==> config.mk <==
export PLATFORM = sky130hd
export DESIGN_NAME = commit_trace_buf
export DESIGN_NICKNAME = d
export VERILOG_FILES = /design/src/rtl/commit_trace_buf.sv
export SDC_FILE = /design/constraint.sdc
export NUM_CORES = 1
export LEC_CHECK = 0
export BUFFER_PORTS_ARGS = -buffer_cell sky130_fd_sc_hd__buf_2
export CAP_MARGIN = 20
export CELL_PAD_IN_SITES_DETAIL_PLACEMENT = 1
export CELL_PAD_IN_SITES_GLOBAL_PLACEMENT = 1
export CORE_MARGIN = 3
export CORE_UTILIZATION = 55
export DETAILED_ROUTE_END_ITERATION = 10
export GPL_TIMING_DRIVEN = 0
export PLACE_DENSITY = 0.78
export REMOVE_ABC_BUFFERS = 1
export SLEW_MARGIN = 0
export SYNTH_ARGS = -nofsm -noshare
export SYNTH_HDL_FRONTEND = slang
export SYNTH_SLANG_ARGS = --single-unit
==> constraint.sdc <==
create_clock -name clk -period 10.6 [get_ports clk]
set_clock_uncertainty 0.15 [all_clocks]
set_input_delay 0.53 -clock clk [delete_from_list [all_inputs] [get_ports clk]]
set_output_delay 0.53 -clock clk [all_outputs]
set_load 0.02 [all_outputs]
==> src/rtl/commit_trace_buf.sv <==
// Circular capture buffer for commit/trap events with sequence tagging,
// overflow policy, trap-only filtering and freeze-on-trap; drained via valid/ready.
module commit_trace_buf #(
    parameter int unsigned WORD_W    = 16,
    parameter int unsigned GPR_AW    = 3,
    parameter int unsigned DEPTH     = 16,
    parameter int unsigned SEQ_W     = 16,
    parameter int unsigned OVERWRITE = 0,
    parameter int unsigned ENTRY_W   = 3*WORD_W+GPR_AW+9
) (
    input  logic                     clk,
    input  logic                     rst,
    input  logic                     c_valid,
    input  logic [ENTRY_W-1:0]       c_entry,
    input  logic                     cfg_trap_only,
    input  logic                     cfg_freeze_on_trap,
    input  logic                     clear,
    output logic                     out_valid,
    input  logic                     out_ready,
    output logic [ENTRY_W-1:0]       out_entry,
    output logic [SEQ_W-1:0]         out_seq,
    output logic [$clog2(DEPTH):0]   count,
    output logic [15:0]              drop_cnt,
    output logic                     frozen
);

    localparam int unsigned PTR_W    = $clog2(DEPTH);
    localparam int unsigned CNT_W    = PTR_W + 1;
    localparam int unsigned TRAP_BIT = ENTRY_W - 1;

    logic [ENTRY_W-1:0] mem_entry [DEPTH];
    logic [SEQ_W-1:0]   mem_seq   [DEPTH];

    logic [PTR_W-1:0] wptr, wptr_n, rptr, rptr_n;
    logic [CNT_W-1:0] count_n;
    logic [15:0]      drop_cnt_n;
    logic [SEQ_W-1:0] seq, seq_n;
    logic             frozen_n;

    logic is_trap_c, event_c, eligible_c, full_c, pop_c;
    logic push_c, overwrite_c, drop_c, wr_en_c;

    assign out_valid = (count != '0);
    assign out_entry = out_valid ? mem_entry[rptr] : '0;
    assign out_seq   = out_valid ? mem_seq[rptr]   : '0;

    // Event qualification and push/pop/drop decisions
    always_comb begin
        is_trap_c   = c_entry[TRAP_BIT];
        event_c     = c_valid && !frozen;
        eligible_c  = event_c && (!cfg_trap_only || is_trap_c);
        full_c      = (count == CNT_W'(DEPTH));
        pop_c       = out_valid && out_ready;
        push_c      = eligible_c && (!full_c || pop_c);
        drop_c      = eligible_c && full_c && !pop_c;
        overwrite_c = drop_c && (OVERWRITE != 0);
        wr_en_c     = !clear && (push_c || overwrite_c);
    end

    // Next-state for pointers, occupancy, counters and freeze
    always_comb begin
        wptr_n     = wptr;
        rptr_n     = rptr;
        count_n    = count;
        drop_cnt_n = drop_cnt;
        seq_n      = seq;
        frozen_n   = frozen;
        if (clear) begin
            wptr_n     = '0;
            rptr_n     = '0;
            count_n    = '0;
            drop_cnt_n = '0;
            seq_n      = '0;
            frozen_n   = 1'b0;
        end else begin
            if (push_c || overwrite_c)
                wptr_n = wptr + PTR_W'(1);
            if (pop_c || overwrite_c)
                rptr_n = rptr + PTR_W'(1);
            if (push_c && !pop_c)
                count_n = count + CNT_W'(1);
            else if (pop_c && !push_c)
                count_n = count - CNT_W'(1);
            if (drop_c && (drop_cnt != 16'hFFFF))
                drop_cnt_n = drop_cnt + 16'd1;
            if (event_c)
                seq_n = seq + SEQ_W'(1);
            // A freezing trap sets frozen even if the buffer had to drop it
            if (eligible_c && is_trap_c && cfg_freeze_on_trap)
                frozen_n = 1'b1;
        end
    end

    always_ff @(posedge clk or posedge rst) begin
        if (rst) begin
            wptr     <= '0;
            rptr     <= '0;
            count    <= '0;
            drop_cnt <= '0;
            seq      <= '0;
            frozen   <= 1'b0;
        end else begin
            wptr     <= wptr_n;
            rptr     <= rptr_n;
            count    <= count_n;
            drop_cnt <= drop_cnt_n;
            seq      <= seq_n;
            frozen   <= frozen_n;
        end
    end

    // Storage needs no reset: out_* are masked while empty
    always_ff @(posedge clk) begin
        if (wr_en_c) begin
            mem_entry[wptr] <= c_entry;
            mem_seq[wptr]   <= seq;
        end
    end

endmodule

==> impl_metrics.csv <==
group,metric,value,unit
finish,regArea,0.0377,mm2
run_status,status,"finished clean",
power_and_ir_drop,combinationalPowerShare,18.3,%
timing,rsz0062_at_grt,"false",
setup_path,critPathMaxStageDelay,0.93,ns
grt,grt_pass1_vias,26600,
die,fp-row-count,108,
power_and_ir_drop,p_per_area,216,mW/mm2
clocking,cts_sinks,1262,
finish,finalCoreUtilization,65.1,%
power_and_ir_drop,switching_share,26.2,%
finish,layout_common_cells,"edfxtp_1, mux4_2, buf_2",
timing,max_freq,0.217,GHz
synth,syn_avg_cell_area,22.5,um2
drt,viasPerCell,6.65,
run,drv_cap,0,
setup_path,crit_required,9.92,ns
synth,ys_top_cells_by_area,"edfxtp_1, mux4_2, mux2i_1, dfrtp_1, o22ai_1",
setup_path,cp_top_family,"buffers and inverters",
timing,setup-violations-final,0,
worst_hold_path,hp-class,"primary input to register",
finish,drive_gt1_share,31.2,%
die,die_h,303,um
grt,gr-total-overflow,0,
power_and_ir_drop,intPower,9.02,mW
setup_path,crit_top_cell,"buf_16",
die,core,0.0872,mm2
drt,drt-initial-drc-count,3448,
clocking,ctsRootBufferMaster,"clkbuf_16",
setup_path,end_kind,"primary output",
finish,num-fill-cells,6953,
finish,final_nets,2531,
drt,route.detailed.wl_per_inst,34.9,um
grt,antenna_found_initial,8,
timing,setup_tns,0,ns
timing,holdWs,0.0709,ns
setup_path,crit_type,"register to primary output",
synth,synth.top_cell.area_share,75.1,%
drt,drc,0,
finish,design_area,0.0567,mm2
power_and_ir_drop,leakagePower,17.8,nW
setup_path,cp_slowest_cell,"dfrtp_4",
grt,grt_max_degree,65,
synth,netlist_area,0.0486,mm2
placement,io_buffers,165,
drt,via_count,24700,
finish,syn2layout_area_growth,16.7,%
setup_path,cp.buffers_inverters,4,
timing,finalMaxSlewViolations,0,
clocking,clkLatencyLatePin,0.69,ns
grt,grt_use_total,28.8,%
synth,synth_edf_count,1216,
die,die_area,0.0920,mm2
synth,ys_ff_latch,1262,
synth,yosysWarnings,0,
die,ios,166,
drt,finalWirelength,129,mm
placement,gp_congestion,0.757,
power_and_ir_drop,clkPwrFrac,36.1,%
clocking,htreeDepth,3,
clocking,clockBufferDepth,3,
clocking,numCtsBuffers,119,
die,start_util,55.8,%
synth,ys.flop_type,"edfxtp_1",
setup_path,regToRegSetupSlack,6.43,ns
timing,worst_slew_pin_slew,1.05,ns
finish,fin_cells,3708,
synth,yosysTopAreaCell,"edfxtp_1",
timing,period_share,43.4,%
timing,slew_headroom,29.7,%
placement,hpwl,74.9,mm
synth,async_flop_share,3.65,%
power_and_ir_drop,max-vdd-ir-drop,0.000137,V
drt,firstDrtPassIters,6,
timing,period_needed,4.60,ns
synth,postSynthCellCount,2163,
setup_path,cp_max_fo,43,
clocking,cts_tree,"built",
setup_path,cp-start-kind,"register",
setup_path,arrival,3.92,ns
placement,placed_area,0.0527,mm2
synth,synth.distinct_cells,46,
timing,final_hold_viol_count,0,
drt,final_antenna_net_count,0,
setup_path,path_cells,"buf_16, buf_16, buf_16, mux4_2, mux2i_1, o22ai_1, buf_2",
clocking,cts.clk_slew.worst_paths,0.07,ns
synth,yosysSeqAreaShare,77.5,%
finish,multiInputGateArea,0.0106,mm2
power_and_ir_drop,seqPwrFrac,45.6,%
die,die_w,303,um
power_and_ir_drop,p_sw,3.20,mW
grt,grt_pass1_wl,189,mm
finish,final_common_cell,"edfxtp_1",
placement,place_inst,3482,
[path summary, 6_finish.rpt]
kind                                              start                          to  cells past startpoint
max in group asynchronous                           rst         rptr[1]$_DFFE_PP0P_                      4
worst max-delay path                rptr[0]$_DFFE_PP0P_               out_entry[36]                      7
worst max register to register       frozen$_DFFE_PP0P_  mem_entry[0][20]$_DFFE_PP_                      8
min in group asynchronous                           rst    drop_cnt[12]$_DFFE_PP0P_                      3
worst min register to register  drop_cnt[1]$_DFFE_PP0P_     drop_cnt[1]$_DFFE_PP0P_                      2
worst min-delay path                            c_valid          frozen$_DFFE_PP0P_                      3
[routing by layer]
| metal | vias to the layer above | part of all wire (%) | GRT usage [%] |
|---|---|---|---|
| li1 | 9779 | - | - |
| met1 | 13200 | 38 | 40.6 |
| met2 | 1469 | 51 | 47.3 |
| met3 | 224 | 8.7 | 4.80 |
| met4 | 6 | 2.7 | 8.34 |
| met5 | - | 0.026 | 0 |
[through the flow]
step	total power [mW]	worst slack (ns)
3_5_place_dp	7.90	6.09
5_1_grt	12.6	5.70
3_3_place_gp	8.56	-8.57
4_1_cts	12.3	5.88
6_report	12.2	6.00
2_1_floorplan	7.72	-3.12
[flip-flops by register name, indices dropped and copies added (netlist names)]
| register | count |
|---|---|
| seq | 16 |
| wptr | 4 |
| rptr | 4 |
| mem_seq | 256 |
| frozen | 1 |
| mem_entry | 960 |
| count | 5 |
| drop_cnt | 16 |
[repair_timing]
| action | CTS | global route |
|---|---|---|
| hold buffers | 2 | 1 |
| setup endpoints to repair | 0 | 0 |
| gates resized for setup | 0 | 0 |
| setup buffers | 0 | 0 |
| endpoints found under the hold margin | 47 | 1 |
[worst register-to-register path, stage by stage, from the launching register on]
cell	delay [ns]
dfrtp_1	0.47
nand2b_1	0.30
a2111oi_1	0.77
nand2_1	0.43
nor3_2	0.89
buf_6	0.29
buf_6	0.19
buf_6	0.21
buf_6	0.18
[power by group through the flow]
stage          clock network, mW  logic [mW]  registers, mW
6_report                    4.41        2.24           5.58
5_1_grt                     4.65        2.38           5.58
4_1_cts                     4.46        2.27           5.58
3_5_place_dp                   0        2.22           5.68
3_3_place_gp                   0        2.56           5.99
2_1_floorplan                  0        1.83           5.89
[cells by family (layout without fill, tap and decap cells)]
group           count (synthesis)  after routing  synth area share, %
fa+ha+maj                      12             12                0.324
xor+xnor                       14             14                0.252
flops                        1262           1262                 77.5
mux                           470            470                 17.5
other cells                     0              3                    0
simple gates                  152            152                 1.68
buf+inv                       124            511                 1.06
compound gates                129            129                 1.66
[Yosys cell counts (2+ instances only)]
cell type and number:
edfxtp_1 1216, mux4_2 304, mux2i_1 154, o22ai_1 76
clkbuf_1 48, dfrtp_1 46, buf_2 39, nor2_1 38
buf_1 30, nand2_1 24, a21oi_1 22, nand3_1 17
nor2b_1 12, ha_1 11, xor2_1 11, nand4_1 10
o31ai_1 9, or4_1 9, mux2_2 8, nand2b_1 8
nor3_1 8, nor4_1 8, inv_1 7, o21ai_0 7
and4_1 4, mux2_1 4, or3_1 4, and3_1 3
o211ai_1 3, xnor2_1 3, a211oi_1 2, a31oi_1 2
and2_1 2, nor4_2 2
[cell type report]
class / instances / area share [%]
multi-input cells: 777 / 18.6
diodes: 3 / 0.0132
well taps: 1155 / 2.55
flip-flops and latches: 1262 / 66.4
clock buffers: 143 / 5.56
repair buffers: 285 / 5.31
inverters: 7 / 0.0463
clock inverters: 76 / 1.50
Note: power is estimated with default switching activity, not from simulation.
